## config.mk

```make
export PLATFORM = sky130hd
export DESIGN_NAME = gemm_operand_sequencer
export DESIGN_NICKNAME = d
export VERILOG_FILES = /design/src/rtl/gemm_operand_sequencer.sv
export SDC_FILE = /design/constraint.sdc
export NUM_CORES = 1
export LEC_CHECK = 0
export BUFFER_PORTS_ARGS = -buffer_cell sky130_fd_sc_hd__clkbuf_2
export CAP_MARGIN = 20
export CORE_MARGIN = 2
export CORE_UTILIZATION = 30
export DETAILED_ROUTE_END_ITERATION = 10
export GPL_TIMING_DRIVEN = 0
export PLACE_DENSITY_LB_ADDON = 0.2
export SYNTH_ARGS = -nofsm -noshare
export SYNTH_HDL_FRONTEND = slang
export SYNTH_SLANG_ARGS = --single-unit
```

## constraint.sdc

```tcl
create_clock -name CLK -period 5.7 [get_ports CLK]
set_input_delay 1.71 -clock CLK [delete_from_list [all_inputs] [get_ports CLK]]
set_output_delay 1.71 -clock CLK [all_outputs]
set_load 0.005 [all_outputs]
```

## src/rtl/gemm_operand_sequencer.sv

```systemverilog
// ============================================================================
// Module      : gemm_operand_sequencer
// Description : Streams A/B/C operand rows from the matrix register file into
//               the systolic array, collects the result rows and writes them
//               back to the destination matrix register.
// Revision    : 1.0 - initial release
// ============================================================================
`default_nettype none

module gemm_operand_sequencer #(
    parameter int DIM = 4,
    parameter int DW  = 16,
    parameter int RAW = 4
) (
    input  logic                   CLK,
    input  logic                   nRST,
    input  logic                   flush,
    input  logic                   freeze,
    input  logic                   req_valid,
    output logic                   req_ready,
    input  logic [RAW-1:0]         rs1,
    input  logic [RAW-1:0]         rs2,
    input  logic [RAW-1:0]         rs3,
    input  logic [RAW-1:0]         rd,
    output logic                   mrf_ren,
    output logic [RAW-1:0]         mrf_raddr,
    output logic [$clog2(DIM)-1:0] mrf_rrow,
    input  logic [DIM*DW-1:0]      mrf_rdata,
    output logic                   sa_valid,
    output logic [1:0]             sa_sel,
    output logic [$clog2(DIM)-1:0] sa_row,
    output logic [DIM*DW-1:0]      sa_data,
    input  logic                   sa_out_valid,
    input  logic [DIM*DW-1:0]      sa_out_data,
    output logic                   mrf_wen,
    output logic [RAW-1:0]         mrf_waddr,
    output logic [$clog2(DIM)-1:0] mrf_wrow,
    output logic [DIM*DW-1:0]      mrf_wdata,
    output logic                   busy,
    output logic                   done
);

    localparam int RW = $clog2(DIM);
    localparam int CW = $clog2(DIM + 1);

    localparam logic [1:0] SEL_A = 2'd0;
    localparam logic [1:0] SEL_B = 2'd1;
    localparam logic [1:0] SEL_C = 2'd2;

    typedef enum logic [2:0] {
        S_IDLE    = 3'd0,
        S_RD_A    = 3'd1,
        S_RD_B    = 3'd2,
        S_RD_C    = 3'd3,
        S_COLLECT = 3'd4,
        S_WB      = 3'd5
    } state_t;

    state_t                state_q;
    logic [RAW-1:0]        rs1_q, rs2_q, rs3_q, rd_q;
    logic [RW-1:0]         cnt_q;
    logic [CW-1:0]         res_cnt_q;
    logic [DIM*DW-1:0]     buf_q [DIM];
    logic                  sa_valid_q;
    logic [1:0]            sa_sel_q;
    logic [RW-1:0]         sa_row_q;
    logic                  done_q;

    logic                  w_rd_phase;
    logic [1:0]            w_sel;
    logic [RAW-1:0]        w_idx;
    logic                  w_accept;

    // Operand select and source register for the current read phase
    always_comb begin
        w_sel = 2'd0;
        w_idx = '0;
        case (state_q)
            S_RD_A: begin w_sel = SEL_A; w_idx = rs1_q; end
            S_RD_B: begin w_sel = SEL_B; w_idx = rs2_q; end
            S_RD_C: begin w_sel = SEL_C; w_idx = rs3_q; end
            default: ;
        endcase
    end

    assign w_rd_phase = (state_q == S_RD_A) || (state_q == S_RD_B) || (state_q == S_RD_C);

    // Reads/writes are gated by freeze and flush in the same cycle so a
    // stalled or aborted row never reaches the register file.
    assign mrf_ren   = w_rd_phase && !freeze && !flush;
    assign mrf_raddr = mrf_ren ? w_idx : '0;
    assign mrf_rrow  = mrf_ren ? cnt_q : '0;

    assign mrf_wen   = (state_q == S_WB) && !freeze && !flush;
    assign mrf_waddr = mrf_wen ? rd_q : '0;
    assign mrf_wrow  = mrf_wen ? cnt_q : '0;
    assign mrf_wdata = mrf_wen ? buf_q[cnt_q] : '0;

    // Flush takes priority, so a request seen during flush is not handshaked
    assign req_ready = (state_q == S_IDLE) && !freeze && !flush;
    assign w_accept  = req_valid && req_ready;

    assign sa_valid  = sa_valid_q;
    assign sa_sel    = sa_sel_q;
    assign sa_row    = sa_row_q;
    assign sa_data   = mrf_rdata;
    assign busy      = (state_q != S_IDLE);
    assign done      = done_q;

    // Sequencer FSM, read pipeline register, result capture and writeback
    always_ff @(posedge CLK or negedge nRST) begin
        if (!nRST) begin
            state_q    <= S_IDLE;
            rs1_q      <= '0;
            rs2_q      <= '0;
            rs3_q      <= '0;
            rd_q       <= '0;
            cnt_q      <= '0;
            res_cnt_q  <= '0;
            sa_valid_q <= 1'b0;
            sa_sel_q   <= 2'd0;
            sa_row_q   <= '0;
            done_q     <= 1'b0;
            for (int i = 0; i < DIM; i++) buf_q[i] <= '0;
        end else if (flush) begin
            state_q    <= S_IDLE;
            cnt_q      <= '0;
            res_cnt_q  <= '0;
            sa_valid_q <= 1'b0;
            sa_sel_q   <= 2'd0;
            sa_row_q   <= '0;
            done_q     <= 1'b0;
            for (int i = 0; i < DIM; i++) buf_q[i] <= '0;
        end else begin
            // A read issued last cycle is always delivered, even under freeze
            sa_valid_q <= mrf_ren;
            sa_sel_q   <= mrf_ren ? w_sel : 2'd0;
            sa_row_q   <= mrf_rrow;
            done_q     <= 1'b0;

            // Result rows may arrive in any busy state; surplus beats are dropped
            if ((state_q != S_IDLE) && sa_out_valid && (res_cnt_q < CW'(DIM))) begin
                buf_q[res_cnt_q[RW-1:0]] <= sa_out_data;
                res_cnt_q                <= res_cnt_q + 1'b1;
            end

            case (state_q)
                S_IDLE: begin
                    if (w_accept) begin
                        rs1_q     <= rs1;
                        rs2_q     <= rs2;
                        rs3_q     <= rs3;
                        rd_q      <= rd;
                        cnt_q     <= '0;
                        res_cnt_q <= '0;
                        state_q   <= S_RD_A;
                    end
                end
                S_RD_A, S_RD_B, S_RD_C: begin
                    if (!freeze) begin
                        if (cnt_q == RW'(DIM - 1)) begin
                            cnt_q   <= '0;
                            state_q <= (state_q == S_RD_A) ? S_RD_B :
                                       (state_q == S_RD_B) ? S_RD_C : S_COLLECT;
                        end else begin
                            cnt_q <= cnt_q + 1'b1;
                        end
                    end
                end
                S_COLLECT: begin
                    if (res_cnt_q == CW'(DIM)) begin
                        cnt_q   <= '0;
                        state_q <= S_WB;
                    end
                end
                S_WB: begin
                    if (!freeze) begin
                        if (cnt_q == RW'(DIM - 1)) begin
                            cnt_q     <= '0;
                            res_cnt_q <= '0;
                            done_q    <= 1'b1;
                            state_q   <= S_IDLE;
                        end else begin
                            cnt_q <= cnt_q + 1'b1;
                        end
                    end
                end
                default: state_q <= S_IDLE;
            endcase
        end
    end

endmodule

`default_nettype wire

```

==> flow_metrics.tcl, run 1 <==
set metrics [dict create \
    outcome "finished clean" \
    crit_type "input pin to output pin" \
    met3_length_microns 3210 \
    clkTransAtPathRegs_ns 0.05 \
    instances_no_fill 2388 \
    timing.rr.end "buf_q[203]" \
    syn_inst 1479 \
    whs_path_depth 1 \
    dp.cells 2324 \
    skew_ns 0.0120 \
    drive_gt1_frac 0.272 \
    worst_pin_slew_ns 0.820 \
    cts_sinks 286 \
    cp_data_arrival_time_ns 3.75 \
    wl_met2_microns 21600 \
    cts_tree "done" \
    netlist_area_sq_um 14000 \
    detail_route.wl_per_cell_microns 19.5 \
    chipWidth_microns 220 \
    numCtsBuffers 36 \
    clock-root-buffer "clkbuf_16" \
    yosysUniqueCellTypes 37 \
    whs_ns 0.505 \
    route.detailed.drc 0 \
    numPortBuffers 234 \
    gp_congestion 0.763 \
    avgSynthCellArea_sq_um 9.49 \
    wl_microns 46600 \
    hp-class "flip-flop to flip-flop" \
    finalSetupTns_ns 0 \
    cp_data_required_time_ns 3.99 \
    design.die.area_sq_um 48500 \
    cap_violations 0 \
    finalSetupViolations 0 \
    drtIter0Drc 923 \
    grt_setup_unrepaired "no" \
    io_pins 300 \
    post_cts_resized 0 \
    post-cts-setup-buffers 0 \
    fin_nets 1910 \
    cp-start-kind "input pin" \
    antenna_found_initial 4 \
    num_rows 79 \
    reg2reg_slack_ns 3.28 \
    finalCritPeriodShare 0.957 \
    viasPerCell 4.89 \
    grt_overflow 0 \
    die_y_microns 220 \
    vdd_drop_max_mv 0.157 \
    slew-limit-headroom 0.453 \
    top_layer_used "met5" \
    syn_nets 1634 \
    grt_pass1_vias 11785 \
    holdBufCountCts 0 \
    seq_area_frac_synth 0.510 \
    syn2layout_area_growth_pct 22.9 \
    dp_hpwl_microns 31300 \
    reg2regPathDepth 7 \
    mostFrequentLayoutCells "nand2_1 (519), dfrtp_1 (286), a21oi_1 (265), clkbuf_2 (233), clkbuf_1 (87)" \
    ant_nets 0 \
    clock_latency_ns 0.54 \
    cts_buffer_depth 3 \
    grt.total_usage 0.192 \
    reg2reg_from "res_cnt_q[2]" \
    final_common_cell "nand2_1" \
    endpoint_kind "output pin" \
    num_vias 11671 \
    wl_met1_microns 20500 \
    synth_warnings 0 \
    grt_max_degree 108 \
    finalHoldViolations 0 \
    power.leakage_nw 7.79 \
    dr.pass1.iters 5 \
    grt_pass1_wl_microns 70400 \
    initial_core_util 0.303 \
    fmax_mhz 183 \
    slew_violations 0 \
    layout_min_cycle_time_ns 5.46 \
    p_per_area_nw_per_um2 273 \
    synth-seq-cells 286 \
    min_to "rs1_q[0]" \
    crit_fanout 10 \
    htreeDepth 2 \
    coreArea_sq_um 46400 \
    min_from "rs1_q[0]" \
]
==> worst max-delay path by stage <==
stage | slack [ns] | start | to
detailed placement | 0.29 | freeze | mrf_wdata[0]
floorplan | 1.24 | freeze | mrf_rrow[0]
finish | 0.24 | freeze | mrf_wdata[0]
global route | 0.12 | flush | mrf_wdata[3]
global placement | -3.61 | nRST | buf_q[20]
CTS | 0.28 | freeze | mrf_wdata[3]
==> cell usage after synthesis <==
master | n | share of area
or2_2 | 1 | 0.00045
nor3_1 | 5 | 0.0018
o22a_1 | 1 | 0.00062
nand3_1 | 1 | 0.00036
o22ai_1 | 1 | 0.00045
clkbuf_1 | 77 | 0.021
and3b_1 | 1 | 0.00062
mux2i_1 | 4 | 0.0029
nand2b_1 | 2 | 0.00089
buf_4 | 64 | 0.034
mux2_4 | 9 | 0.0096
nand3b_1 | 1 | 0.00053
inv_1 | 5 | 0.0013
a32oi_1 | 1 | 0.00062
a311oi_1 | 1 | 0.00062
ha_1 | 5 | 0.0045
buf_2 | 40 | 0.014
or4_1 | 1 | 0.00053
nor2_1 | 12 | 0.0032
and2_1 | 5 | 0.0022
buf_12 | 1 | 0.0014
and2b_1 | 1 | 0.00053
or3_1 | 4 | 0.0018
nor2b_1 | 3 | 0.0013
mux2_2 | 8 | 0.0064
dfrtp_1 | 286 | 0.51
mux4_2 | 64 | 0.10
buf_1 | 1 | 0.00027
nand2_1 | 519 | 0.14
and3_1 | 76 | 0.034
a21o_1 | 3 | 0.0016
clkinv_1 | 1 | 0.00027
a31oi_1 | 2 | 0.00089
a21oi_1 | 265 | 0.094
nand3_2 | 4 | 0.0029
xnor2_1 | 2 | 0.0012
buf_6 | 2 | 0.0016
==> cells by family (layout without fill, tap and decap cells) <==
logic type,after synthesis,in the layout,share of synthesized area
AOI/OAI and AO/OA,274,274,0.0993
buffers and inverters,191,492,0.0740
DFF,286,286,0.510
and+or+nand+nor,636,636,0.190
adders and majority gates,5,5,0.00446
xor gates and xnor gates,2,2,0.00125
muxes,85,85,0.122
other,0,1,0
==> routing by layer <==
layer | GRT usage | vias up
met3 | 0.0430 | 87
met4 | 0.0687 | 4
li1 | - | 5468
met2 | 0.304 | 342
met5 | 0 | -
met1 | 0.258 | 5770
==> per-stage QoR <==
step | utilization | power, mW | area (sq um) | setup WS [ns]
after CTS | 0.372 | 4.78 | 17200 | 0.278
after global routing | 0.372 | 4.89 | 17200 | 0.115
after global placement | 0.344 | 2.47 | 16000 | -3.61
final | 0.372 | 4.71 | 17200 | 0.244
after floorplan | - | 2.29 | 14000 | 1.24
after detailed placement | 0.347 | 2.48 | 16100 | 0.294
==> cell type report <==
| class | count | area, sq um |
|---|---|---|
| Fill cell | 4712 | 29100 |
| Sequential cell | 286 | 7160 |
| Buffer | 185 | 1020 |
| Antenna cell | 1 | 2.50 |
| Tap cell | 607 | 759 |
| Inverter | 6 | 22.5 |
| Multi-Input combinational cell | 1002 | 5850 |
| Clock buffer | 57 | 1100 |
| Clock inverter | 6 | 66.3 |
| Timing Repair Buffer | 238 | 1280 |
==> power by group <==
part           leakage, nW  internal, mW  switching (mW)
Combinational         3.26         0.143           0.204
Sequential            3.96          2.07          0.0196
Clock                0.575          1.37           0.907
==> critical path: stages <==
cell,delay [ns]
clkbuf_1,0.20
and3b_1,0.26
clkbuf_1,0.45
buf_8,0.23
clkbuf_1,0.47
and3_1,0.26
clkbuf_2,0.16
==> state kept, by name, summed over array words and instances, names as in the netlist <==
name / flops
buf_q: 256
cnt_q: 2
sa_valid: 1
done: 1
res_cnt_q: 3
sa_sel: 2
sa_row: 2
state_q: 3
rs3_q: 4
rs1_q: 4
rd_q: 4
rs2_q: 4
Note: power is estimated with default switching activity, not from simulation.
==> run 2: changes to the inputs <==
Settings changed: RECOVER_POWER set to 25, REMOVE_ABC_BUFFERS set to 1.
Clock period 5.7 ns to 6.33 ns, I/O delays scaled along.
==> run 2 against run 1 <==
The flow now finishes with violations (capacitance limit, slew limit). Non-clock buffer count fell by 233. Via count fell by 6.0%. Sequential cell count did not move. Critical path depth did not move. Cell count fell by 9.8%. Count of clock-buffer cells in the layout fell by 2. Global-route usage rose by 0.59 points. Sequential power fell by 10%. Wire length rose by 2.5%. Setup slack improved by 0.35 ns. First-iteration DRC count fell by 12%. Die area did not move. Critical path type unchanged. Critical endpoint is now mrf_wdata[33]. Largest power group unchanged.
==> flow_metrics.tcl, run 2 (synthesis results as in run 1) <==
set metrics [dict create \
    grt_max_degree 132 \
    reg2regPathDepth 5 \
    outcome "complete, but fails checks" \
    numCtsBuffers 36 \
    worst_pin_slew_ns 2.44 \
    ant_nets 0 \
    dp_hpwl_microns 28500 \
    clock-root-buffer "clkbuf_16" \
    post_cts_resized 0 \
    fin_nets 1677 \
    cts_tree "done" \
    clock_latency_ns 0.54 \
    num_antenna_cells 0 \
    numPortBuffers 171 \
    ff_latch_area_sq_um 7160 \
    cap_violations 1 \
    clkTransAtPathRegs_ns 0.05 \
    largest_reg_flops 256 \
    wl_microns 47700 \
    p_per_area_nw_per_um2 255 \
    cp_data_required_time_ns 4.43 \
    vdd_drop_max_mv 0.161 \
    initial_core_util 0.303 \
    coreArea_sq_um 46400 \
    grt_pass1_vias 11027 \
    power.leakage_nw 7.14 \
    hp-class "flip-flop to flip-flop" \
    instances_no_fill 2155 \
    fillCellCount 4719 \
    endpoint_kind "output pin" \
    crit_fanout 97 \
    whs_path_depth 1 \
    grt_setup_unrepaired "no" \
    crit_type "input pin to output pin" \
    drive_gt1_frac 0.220 \
    finalHoldViolations 0 \
    power.total_mw 4.18 \
    io_pins 300 \
    drtIter0Drc 811 \
    reg2reg_from "state_q[0]" \
    dp.cells 2091 \
    viasPerCell 5.09 \
    top_register "buf_q" \
    die_y_microns 220 \
    timing.rr.end "buf_q[85]" \
    num_rows 79 \
    grt.total_usage 0.198 \
    finalSetupViolations 0 \
    reg2reg_slack_ns 3.68 \
    skew_ns 0.0145 \
    min_from "rd_q[1]" \
    slew-limit-headroom -0.629 \
    violations "capacitance limit, slew limit" \
    min_to "rd_q[1]" \
    route.detailed.drc 0 \
    mostFrequentLayoutCells "nand2_1 (519), dfrtp_1 (284), a21oi_1 (265), clkbuf_2 (169), and3_1 (72)" \
    cts_sinks 286 \
    cp_data_arrival_time_ns 3.84 \
    layout_min_cycle_time_ns 5.74 \
    num_vias 10972 \
    finalCritPeriodShare 0.906 \
    slew_violations 37 \
    syn2layout_area_growth_pct 16.8 \
    cp-start-kind "input pin" \
    gp_congestion 0.699 \
    htreeDepth 2 \
    final_common_cell "nand2_1" \
    grt_pass1_wl_microns 71900 \
    cts_buffer_depth 3 \
    design.die.area_sq_um 48500 \
    grt_overflow 0 \
    post-cts-setup-buffers 0 \
    multi_input_area_sq_um 5910 \
    dr.pass1.iters 5 \
    chipWidth_microns 220 \
    detail_route.wl_per_cell_microns 22.2 \
    fmax_mhz 174 \
    holdBufCountCts 0 \
    antenna_found_initial 2 \
]
## run 2: cell types whose count changed in the layout (fill, tap and decap cells not counted), moves of 3 or more
cell      change
and3_1        -4
and3_4        +4
buf_16       +13
buf_2        -40
buf_4        -64
clkbuf_1     -79
clkbuf_2     -64
clkinv_2      +3
nand3_2       -4
nand3_4       +4
## run 2: metrics by stage
stage	setup TNS [ns]	util	setup WS, ns	hold WS, ns	instance area [sq um]
after floorplan	0	-	0.825	0.471	13000
after global placement	-1673.42	0.316	-9.69	0.483	14600
after detailed placement	0	0.328	0.640	0.491	15200
after CTS	0	0.354	0.638	0.505	16400
after global routing	0	0.354	0.519	0.510	16400
final	0	0.354	0.594	0.501	16400
## run 2: worst max path at each step
stage / from / to / slack, ns / depth (start not counted)
6_report: flush / mrf_wdata[33] / 0.59 / 7
3_3_place_gp: flush / mrf_waddr[2] / -9.69 / 4
4_1_cts: flush / mrf_wdata[33] / 0.64 / 7
5_1_grt: flush / mrf_wdata[33] / 0.52 / 7
2_1_floorplan: flush / mrf_wdata[0] / 0.82 / 2
3_5_place_dp: flush / mrf_wdata[33] / 0.64 / 7
## run 2: metal layers
metal	track usage	up-vias	share of wire
li1	-	4994	-
met5	0.0667	-	0.0098
met4	0.0521	16	0.018
met2	0.300	349	0.45
met3	0.0784	68	0.093
met1	0.258	5545	0.43
## run 2: critical path, stage by stage
cell	delay, ns
clkbuf_8	0.23
buf_16	0.25
nor2_4	0.42
buf_12	0.24
buf_12	0.22
and3_1	0.27
clkbuf_2	0.14
## run 2: power breakdown
group / leakage, nW / internal (mW) / total, mW / switching [mW]
sequential: 3.95 / 1.86 / 1.88 / 0.0202
clock: 0.583 / 1.23 / 2.06 / 0.824
combinational: 2.60 / 0.0932 / 0.245 / 0.152
## run 2: layout make-up
type / count / share of cell area
Inverter: 6 / 0.00137
Timing Repair Buffer: 190 / 0.0832
Multi-Input combinational cell: 1002 / 0.360
Clock inverter: 9 / 0.00534
Tap cell: 607 / 0.0463
Clock buffer: 55 / 0.0666
Sequential cell: 286 / 0.437
